===== src/rtl/jt12_kon_multi_if.sv =====
// Bus bundle for the key-on tracker.
//
// Signal semantics: there is no valid/ready handshake on this bus. clk_en is
// the only qualifier and every input is sampled on a clk edge where clk_en=1.
// up_keyon is a level strobe: while it is high, each enabled slot whose
// channel equals keyon_ch takes its new key-on bit from keyon_op. The outputs
// are registered and change only on enabled edges.
//
// Signals:
//   clk_en      pipeline advance enable
//   cur_ch      channel of the slot presented this cycle
//   cur_op      operator of the slot presented this cycle (pipeline order)
//   keyon_ch    channel addressed by the key-on register write
//   keyon_op    operator mask of the write (bit0=S1 .. bit3=S4)
//   up_keyon    key-on register write strobe
//   csm         CSM mode enable
//   overflow_A  timer-A overflow pulse
//   keyon_I     effective key-on of the current slot
//   kon_edge    current slot went off->on versus its previous round
//   koff_edge   current slot went on->off versus its previous round
interface jt12_kon_multi_if;
    logic       clk_en;
    logic [2:0] cur_ch;
    logic [1:0] cur_op;
    logic [2:0] keyon_ch;
    logic [3:0] keyon_op;
    logic       up_keyon;
    logic       csm;
    logic       overflow_A;
    logic       keyon_I;
    logic       kon_edge;
    logic       koff_edge;

    modport slave (
        input  clk_en, cur_ch, cur_op, keyon_ch, keyon_op, up_keyon, csm, overflow_A,
        output keyon_I, kon_edge, koff_edge
    );

    modport master (
        output clk_en, cur_ch, cur_op, keyon_ch, keyon_op, up_keyon, csm, overflow_A,
        input  keyon_I, kon_edge, koff_edge
    );
endinterface


===== src/rtl/jt12_kon_multi.sv =====
// Parametrised key-on tracker for the FM operator pipeline.
//
// Keeps one register key-on bit per slot (channel/operator pair) in a ring
// that rotates once per enabled cycle, so the ring head is always the slot
// currently presented. A second ring remembers the effective key-on emitted
// for each slot on its previous round, which yields the key-on/key-off edge
// outputs. CSM key-ons from timer-A overflow are latched in four pending bits
// (one per operator of channel CSM_CH) so an overflow is never lost no matter
// which slot is current when it arrives.
//
// Parameters:
//   NCH     number of channels (3 or 6); ring depth S = 4*NCH
//   CSM_CH  channel keyed by CSM on timer-A overflow (< NCH)
//
// Ports:
//   clk   system clock
//   rst   asynchronous active-high reset
//   bus   jt12_kon_multi_if.slave (inputs and registered outputs)
module jt12_kon_multi #(
    parameter int NCH    = 6,
    parameter int CSM_CH = 2
) (
    input  logic              clk,
    input  logic              rst,
    jt12_kon_multi_if.slave   bus
);

    localparam int         S     = 4 * NCH;
    localparam logic [3:0] NCH_W = 4'(NCH);
    localparam logic [2:0] CSM_W = 3'(CSM_CH);

    logic [S-1:0] k_q, k_d;     // register key-on ring, bit 0 = current slot
    logic [S-1:0] e_q, e_d;     // effective key-on emitted last round
    logic [3:0]   pend_q, pend_d;
    logic         keyon_q, kon_q, koff_q;

    logic [3:0]   op_hot;
    logic         ch_valid;
    logic         wr_hit;
    logic         k_old;
    logic         k_new;
    logic         ovf_now;
    logic         csm_slot;
    logic         csm_hit;
    logic         eff;

    always_comb begin
        // cur_op is in pipeline order (S1,S3,S2,S4); map it onto the
        // register mask order (S1,S2,S3,S4).
        op_hot = 4'b0000;
        case (bus.cur_op)
            2'd0:    op_hot = 4'b0001;
            2'd1:    op_hot = 4'b0100;
            2'd2:    op_hot = 4'b0010;
            default: op_hot = 4'b1000;
        endcase

        // A write to a channel that does not exist in this variant must not
        // alias onto an (unused) invalid slot.
        ch_valid = ({1'b0, bus.keyon_ch} < NCH_W);
        wr_hit   = bus.up_keyon && ch_valid && (bus.keyon_ch == bus.cur_ch);

        k_old    = k_q[0];
        k_new    = wr_hit ? |(bus.keyon_op & op_hot) : k_old;

        ovf_now  = bus.csm && bus.overflow_A;
        csm_slot = (bus.cur_ch == CSM_W);
        // An overflow on the very enable its slot is current is consumed
        // directly instead of going through the pending bit.
        csm_hit  = csm_slot && (pend_q[bus.cur_op] || ovf_now);

        // The register write only affects the slot's next round; this round
        // still reports the stored value.
        eff      = k_old || csm_hit;

        k_d      = {k_new, k_q[S-1:1]};
        e_d      = {eff, e_q[S-1:1]};

        pend_d   = pend_q;
        if (!bus.csm) begin
            pend_d = 4'b0000;
        end else begin
            if (bus.overflow_A) begin
                pend_d = 4'b1111;
            end
            if (csm_slot) begin
                pend_d[bus.cur_op] = 1'b0;
            end
        end
    end

    always_ff @(posedge clk or posedge rst) begin
        if (rst) begin
            k_q     <= '0;
            e_q     <= '0;
            pend_q  <= 4'b0000;
            keyon_q <= 1'b0;
            kon_q   <= 1'b0;
            koff_q  <= 1'b0;
        end else if (bus.clk_en) begin
            k_q     <= k_d;
            e_q     <= e_d;
            pend_q  <= pend_d;
            keyon_q <= eff;
            kon_q   <= eff & ~e_q[0];
            koff_q  <= ~eff & e_q[0];
        end
    end

    assign bus.keyon_I   = keyon_q;
    assign bus.kon_edge  = kon_q;
    assign bus.koff_edge = koff_q;

endmodule


===== src/flat_wrapper.sv =====
// flat-port wrapper written by rule: the top's interface ports become plain ports
module jt12_kon_multi_flat 
#(
    parameter int NCH    = 6,
    parameter int CSM_CH = 2
)
  (clk, rst, bus_clk_en, bus_cur_ch, bus_cur_op, bus_keyon_ch, bus_keyon_op, bus_up_keyon, bus_csm, bus_overflow_A, bus_keyon_I, bus_kon_edge, bus_koff_edge);
  jt12_kon_multi_if bus_i ();
  input  logic clk;
  input  logic rst;
  input wire logic [$bits(bus_i.clk_en)-1:0] bus_clk_en;
  input wire logic [$bits(bus_i.cur_ch)-1:0] bus_cur_ch;
  input wire logic [$bits(bus_i.cur_op)-1:0] bus_cur_op;
  input wire logic [$bits(bus_i.keyon_ch)-1:0] bus_keyon_ch;
  input wire logic [$bits(bus_i.keyon_op)-1:0] bus_keyon_op;
  input wire logic [$bits(bus_i.up_keyon)-1:0] bus_up_keyon;
  input wire logic [$bits(bus_i.csm)-1:0] bus_csm;
  input wire logic [$bits(bus_i.overflow_A)-1:0] bus_overflow_A;
  output wire logic [$bits(bus_i.keyon_I)-1:0] bus_keyon_I;
  output wire logic [$bits(bus_i.kon_edge)-1:0] bus_kon_edge;
  output wire logic [$bits(bus_i.koff_edge)-1:0] bus_koff_edge;
  assign bus_i.clk_en = bus_clk_en;
  assign bus_i.cur_ch = bus_cur_ch;
  assign bus_i.cur_op = bus_cur_op;
  assign bus_i.keyon_ch = bus_keyon_ch;
  assign bus_i.keyon_op = bus_keyon_op;
  assign bus_i.up_keyon = bus_up_keyon;
  assign bus_i.csm = bus_csm;
  assign bus_i.overflow_A = bus_overflow_A;
  assign bus_keyon_I = bus_i.keyon_I;
  assign bus_kon_edge = bus_i.kon_edge;
  assign bus_koff_edge = bus_i.koff_edge;
  jt12_kon_multi #(.NCH(NCH), .CSM_CH(CSM_CH)) u_core (.clk(clk), .rst(rst), .bus(bus_i));
endmodule

===== config.mk =====
export PLATFORM = sky130hd
export DESIGN_NAME = jt12_kon_multi_flat
export DESIGN_NICKNAME = d
export VERILOG_FILES = /design/src/rtl/jt12_kon_multi_if.sv /design/src/rtl/jt12_kon_multi.sv /design/src/flat_wrapper.sv
export SDC_FILE = /design/constraint.sdc
export NUM_CORES = 1
export LEC_CHECK = 0
export BUFFER_PORTS_ARGS = -buffer_cell sky130_fd_sc_hd__buf_2
export CAP_MARGIN = 20
export CORE_MARGIN = 3
export CORE_UTILIZATION = 35
export CTS_BUF_LIST = sky130_fd_sc_hd__clkbuf_8
export DETAILED_ROUTE_END_ITERATION = 10
export GPL_TIMING_DRIVEN = 0
export HOLD_SLACK_MARGIN = 0.12
export PLACE_DENSITY = 0.64
export SETUP_SLACK_MARGIN = 0.3
export SLEW_MARGIN = 10
export SYNTH_ARGS = -nofsm -noshare
export SYNTH_HDL_FRONTEND = slang
export SYNTH_SLANG_ARGS = --single-unit

===== constraint.sdc =====
create_clock -name clk -period 1.3 [get_ports clk]
set_input_delay 0.13 -clock clk [delete_from_list [all_inputs] [get_ports clk]]
set_output_delay 0.13 -clock clk [all_outputs]
set_load 0.02 [all_outputs]

==> impl_results.md, run 1 <==
- Worst VDD drop: ~0.73 mV
- H-tree Lvls: 2
- Outcome: finished, violations left
- Post-layout nets: ~200
- Die height: 84.7 µm
- Drt drc: 0
- Setup ws final: -0.0969 ns
- Non-Filler Instances: 257
- Fin crit period: roughly 1.4 ns
- Slew HR: around three fifths
- Drt via density: ~4.8
- Sw Share: between 20% and 30%
- Wire length per cell: between 10 and 15 µm
- Dpl cell area: 2400 µm²
- Post-synth net total: approximately 170
- Setup crit end kind: flop
- Max cap viols: 0
- Clock sinks: 54
- CTS clk-pin slew, worst paths: about 0.10 ns
- YS warnings: 0
- Fin area: 2590 µm²
- Fin. Hold Viols: 0
- Die width: 84.7 µm
- Sequential share of the synthesized area: just over 60%
- Flop and latch count out of synthesis: 54
- Worst setup path class: reg -> reg
- Clk network pwr share: a little under a quarter
- Initial DRC count: 51
- CP Max Fanout: 2
- Min-Delay Path Class: in -> reg
- Failing checks: negative setup slack
- Initial antenna violation count: 0
- Switch Pwr: 1210 µW
- Combinational Power Share: about a fifth
- Worst skew pair latency: around 0.30 ns
- Area Overhead vs Synth: 19.4%
- Internal: 3630 µW
- CTS root buffer: clkbuf_8
- TritonCTS clock tree: yes
- Pleak: approximately 0.0012 µW
- Register Area: between 1000 and 1500 µm²
- RSZ-0062 raised after global routing: true
- Longest Clk Path Bufs: 2
- Synthesized area: around 2200 µm²
- Final GP Congestion: 0.728
- # fillers: around 560
- WHS: ~0.17 ns
- Core area: 5960 µm²
- Fmax: between 0.7 and 0.8 GHz
- Area of the die: a little over 7000 µm²
- Synth unique cells: 26
- Max-slew violations: 0
- GRT Residual Overflow: 0
- N_diodes: 0
- Tightest Pin Transition: 0.578 ns
- Final setup vio count: 3
- Area taken by multi-input logic gates: 781 µm²
- Initial Util: 36.4%
- CTS buffer count: 5
- Via count: 1235
- Largest net degree at the start of global routing: 30
- All-layer global routing usage: approximately a tenth
- Vias in the first global route: roughly 1200
- DP HPWL: about 2.2 mm
- Reg power frac: between 50% and 60%
- Final WL: roughly 3.4 mm
- Std cell rows: 28
- Ports: 21
- CP required: approximately 1.6 ns
- Final Util: between 40% and 50%
- Clk_skew: roughly 0.0078 ns
- Detail Route Antenna Nets: 0
- Worst path arrival time: 1.65 ns
- Buffers on Ports: 19
- Startpoint Class: flop
- Layout cell share with drive strength beyond 1: 47.8%
- Synth Instances: about 150
- Pwr/cell area: ~1900 nW/µm²
- Drt first pass iters: 4
- Final Cycle Share: 107%
- First-pass GRT wire length: around 5.8 mm
- Syn Area/Cell: 14.8 µm²
- Placed cells: ~240
- Setup total negative slack: -0.255 ns
cell usage in the layout, fill, tap and decap left out, types with 2 or more instances in the layout:
master	synthesis	layout
xnor2_1	2	2
a21oi_1	10	10
clkbuf_1	2	2
clkinvlp_4	0	3
buf_4	0	8
mux2_2	46	46
nor2_1	3	3
buf_6	0	3
nand2_1	5	5
dlygate4sd3_1	0	3
buf_2	4	16
inv_1	3	2
clkbuf_8	0	5
dfrtp_1	54	54
o21ai_0	2	2
power groups by stage:
stage,sequential (µW),combinational [µW],clock [µW]
2_1_floorplan,2660,763,0
3_3_place_gp,2720,937,0
3_5_place_dp,2740,972,0
4_1_cts,2710,1030,1150
5_1_grt,2810,1150,1210
6_report,2700,1040,1100
final cells by class:
cell class | instances | area share (%)
Clock buffer | 5 | 2.66
Timing Repair inverter | 1 | 0.193
Timing Repair Buffer | 26 | 7.19
Tap cell | 75 | 3.62
Inverter | 3 | 0.579
Sequential cell | 54 | 52.1
Buffer | 7 | 1.74
Clock inverter | 3 | 1.74
Multi-Input combinational cell | 83 | 30.1
Yosys cell counts:
| cell type | number | area, µm² |
|---|---|---|
| o21ai_0 | 2 | 10.0 |
| nor3b_1 | 1 | 7.51 |
| dfrtp_1 | 54 | 1350 |
| nand4b_1 | 1 | 8.76 |
| o31ai_1 | 1 | 7.51 |
| mux2_2 | 46 | 518 |
| a31oi_1 | 1 | 6.26 |
| buf_2 | 4 | 20.0 |
| nor4bb_1 | 1 | 10.0 |
| or3b_1 | 1 | 8.76 |
| inv_1 | 3 | 11.3 |
| nor2b_1 | 1 | 6.26 |
| buf_1 | 1 | 3.75 |
| a21oi_2 | 1 | 8.76 |
| nand3_1 | 1 | 5.00 |
| clkbuf_1 | 2 | 7.51 |
| nand3b_1 | 1 | 7.51 |
| o221ai_1 | 1 | 8.76 |
| mux4_1 | 1 | 26.3 |
| a21o_1 | 1 | 7.51 |
| mux4_2 | 1 | 22.5 |
| nor2_1 | 3 | 11.3 |
| xnor2_1 | 2 | 17.5 |
| nand2_1 | 5 | 18.8 |
| a21oi_1 | 10 | 50.1 |
| a31o_1 | 1 | 8.76 |
final timing paths:
kind | startpoint | end | slack (ns) | cells past startpoint
hold / removal | bus_overflow_A | u_core.pend_q[1] | 0.17 | 3
setup reg to reg | u_core.pend_q[3] | u_core.bus.koff_edge | -0.1 | 4
hold reg to reg | u_core.e_q[5] | u_core.e_q[4] | 0.50 | 1
max in group asynchronous | rst | u_core.e_q[6] | 0.50 | 4
min in group asynchronous | rst | u_core.k_q[3] | 0.36 | 3
setup / recovery | u_core.pend_q[3] | u_core.bus.koff_edge | -0.1 | 4
kinds of logic (layout without fill, tap and decap cells):
family | count (synthesis) | in the layout | synth area share [%]
AND/OR/NAND/NOR | 15 | 15 | 3.86
XOR/XNOR | 2 | 2 | 0.808
flip-flops | 54 | 54 | 62.3
multiplexers | 48 | 48 | 26.1
AO/OA/AOI/OAI | 18 | 18 | 4.96
buffers and inverters | 10 | 45 | 1.96
timing repair:
action | CTS | global route
cloned | 0 | 1
hold buffers | 3 | 0
hold endpoints to repair | 28 | 0
pin swaps | 0 | 0
gates resized for setup | 6 | 0
setup endpoints to repair | 6 | 35
buffers inserted | 1 | 2
per-stage QoR:
step                      total power, µW  setup WS (ns)
after floorplan                      3430       -0.00272
after global placement               3660        -0.0683
after detailed placement             3710        -0.0866
after CTS                            4900        -0.0946
after global routing                 5160         -0.133
final                                4830        -0.0969
state kept, by name, summed over array words and instances, names as in the netlist:
signal	count
u_core.k_q	24
u_core.pend_q	4
u_core.e_q	23
u_core.bus.kon_edge	1
u_core.bus.koff_edge	1
u_core.bus.keyon_I	1
routing by layer:
metal	routed length, µm	global-route usage [%]	vias up
li1	-	-	595
met1	1630	13.4	615
met2	1540	15.7	21
met3	112	3.04	4
met4	72	4.75	0
met5	0	0	-
critical path: stages (launching register included):
cell,delay [ns]
dfrtp_1,0.39
mux4_2,0.46
a21o_1,0.20
a21oi_2,0.15
a31o_1,0.15
Power figures use the tool's default switching activity.
==> run 2: changes to the inputs <==
- BUFFER_PORTS_ARGS: -buffer_cell sky130_fd_sc_hd__buf_2 -> default
- CORE_UTILIZATION: 35 -> 60
- DONT_BUFFER_PORTS: default -> 1
- PLACE_DENSITY: 0.64 -> 0.86
- clock period: 1.3 -> 1.7 ns (I/O delays scaled with it)
==> impl_results.md, run 2 (synthesis gave the netlist of run 1 again) <==
- # fillers: 208 (was 564)
- Wire length per cell: 16.8 µm (was 13.1 µm)
- Final WL: 3.55 mm (was 3.36 mm)
- H-tree Lvls: 2 (unchanged)
- Tot Pwr: 3520 µW (was 4830 µW)
- TritonCTS clock tree: yes (unchanged)
- Std cell rows: 21 (was 28)
- Hold path depth: 4 (was 3)
- Worst path cell trace: mux4_2 -> a21o_1 -> a21oi_2 -> a31o_1 (unchanged)
- Fin crit period: 1.51 ns (was 1.40 ns)
- Most frequent cells in the layout: 54 x dfrtp_1, 46 x mux2_2, 10 x a21oi_1, 6 x clkbuf_8, 6 x dlygate4sd3_1 (was 54 x dfrtp_1, 46 x mux2_2, 16 x buf_2, 10 x a21oi_1, 8 x buf_4)
- Via count: 1220 (was 1235)
- Top Registers: u_core.k_q (24), u_core.e_q (23), u_core.pend_q (4) (unchanged)
- Ports: 21 (unchanged)
- Post-layout nets: 182 (was 199)
- Pleak: 0.00109 µW (was 0.00117 µW)
- DP HPWL: 2.27 mm (was 2.25 mm)
- Max FFs per register: 24 (unchanged)
- Resize count post-CTS: 0 (was 6)
- Initial antenna violation count: 0 (unchanged)
- Initial DRC count: 56 (was 51)
- Final setup vio count: 0 (was 3)
- Setup crit end kind: flop (unchanged)
- Worst path arrival time: 1.76 ns (was 1.65 ns)
- Area Overhead vs Synth: 11.9% (was 19.4%)
- Buffers on Ports: 0 (was 19)
- Initial Util: 63.5% (was 36.4%)
- Die width: 66.1 µm (was 84.7 µm)
- CTS clk-pin slew, worst paths: 0.09 ns (was 0.10 ns)
- Max cap viols: 0 (unchanged)
- Final Util: 71.1% (was 43.5%)
- Max-slew violations: 0 (unchanged)
- Detail Route Antenna Nets: 0 (unchanged)
- Outcome: finished, final reports clean (was finished, violations left)
- Worst VDD drop: 0.859 mV (was 0.725 mV)
- Final Cycle Share: 88.8% (was 107%)
- Hold_sp: bus_keyon_ch[0] (was bus_overflow_A)
- CP startpoint: u_core.pend_q[3] (unchanged)
- Register Area: 1350 µm² (unchanged)
- Clk_skew: 0.00943 ns (was 0.00776 ns)
- Slew HR: 44.4% (was 61.3%)
- N_diodes: 0 (unchanged)
- CTS buffer count: 5 (unchanged)
- CP Max Fanout: 2 (unchanged)
- GRT Residual Overflow: 0 (unchanged)
- Drt drc: 0 (unchanged)
- Area taken by multi-input logic gates: 776 µm² (was 781 µm²)
- Tightest Pin Transition: 0.833 ns (was 0.578 ns)
- Worst setup path class: reg -> reg (unchanged)
- CP required: 1.95 ns (was 1.55 ns)
- Final GP Congestion: 0.767 (was 0.728)
- Slowest stage delay, CP: 0.48 ns (was 0.46 ns)
- Longest Clk Path Bufs: 2 (unchanged)
- Drt via density: 5.78 (was 4.81)
- Fin area: 2430 µm² (was 2590 µm²)
- Largest net degree at the start of global routing: 55 (was 30)
- Area of the die: 4370 µm² (was 7180 µm²)
- Pwr/cell area: 1450 nW/µm² (was 1870 nW/µm²)
- Startpoint Class: flop (unchanged)
- Drt first pass iters: 4 (unchanged)
- WHS: 0.160 ns (was 0.174 ns)
- Fmax: 0.663 GHz (was 0.716 GHz)
- Setup total negative slack: 0 ns (was -0.255 ns)
- Clock sinks: 54 (unchanged)
- Dpl cell area: 2230 µm² (was 2400 µm²)
- First-pass GRT wire length: 5.85 mm (was 5.80 mm)
- Largest register by flop count: u_core.k_q (unchanged)
- Fin. Hold Viols: 0 (unchanged)
- All-layer global routing usage: 18.0% (was 10.2%)
- Reg2Reg Launch Point: u_core.pend_q[3] (unchanged)
- Min-Delay Path Class: in -> reg (unchanged)
- Commonest non-fill, non-tap cell in the layout: dfrtp_1 (unchanged)
- Core area: 3420 µm² (was 5960 µm²)
- Worst skew pair latency: 0.30 ns (about the same)
- Die height: 66.1 µm (was 84.7 µm)
- Reg2reg path depth: 4 (unchanged)
- Layout cell share with drive strength beyond 1: 39.4% (was 47.8%)
- RSZ-0062 raised after global routing: true (unchanged)
- Slowest cell on crit path: mux4_2 (unchanged)
- Vias in the first global route: 1305 (was 1248)
- CTS root buffer: clkbuf_8 (unchanged)
run 2: per-layer routing:
layer	wire length, µm	vias to the layer above	GRT usage, %
met5	0	-	0
met4	118	0	9.64
met3	121	13	4.25
met2	1890	24	31.2
met1	1420	623	20.4
li1	-	560	-
run 2: power by group:
group,internal (µW),switching [µW],leakage (µW)
Combinational,461,234,0.000363
Sequential,1810,302,0.000675
Clock,327,388,0.0000472
Total,2600,924,0.00109
run 2: final cells by class:
cell class,count,area share (%)
buffer,7,1.29
tap,46,2.37
clock buffer,6,3.40
timing repair buffer,10,4.22
clock inverter,2,0.515
multi-input combinational,83,31.9
sequential,54,55.6
inverter,3,0.618
run 2: final timing paths:
check	slack (ns)	to
setup / recovery	0.19	u_core.bus.koff_edge
hold / removal	0.16	u_core.k_q[23]
setup reg to reg	0.19	u_core.bus.koff_edge
hold reg to reg	0.50	u_core.e_q[16]
max in group asynchronous	0.92	u_core.e_q[19]
min in group asynchronous	0.30	u_core.k_q[19]
run 2: per-stage QoR:
stage / std cells / worst slack [ns]
after global routing: 211 / 0.153
after detailed placement: 193 / 0.285
final: 211 / 0.191
after CTS: 207 / 0.282
after floorplan: 147 / 0.378
after global placement: 193 / 0.309
run 2: timing repair:
item	in CTS	in global routing
hold buffers	6	0
setup buffers	0	3
setup endpoints to repair	2	3
pin swaps	2	2
hold endpoints to repair	59	0
cloned	0	0
run 2: critical path, delay by kind of cell (launching register included):
kind            cells  cell delay [ns]
flops               1             0.39
compound gates      3             0.57
mux                 1             0.48
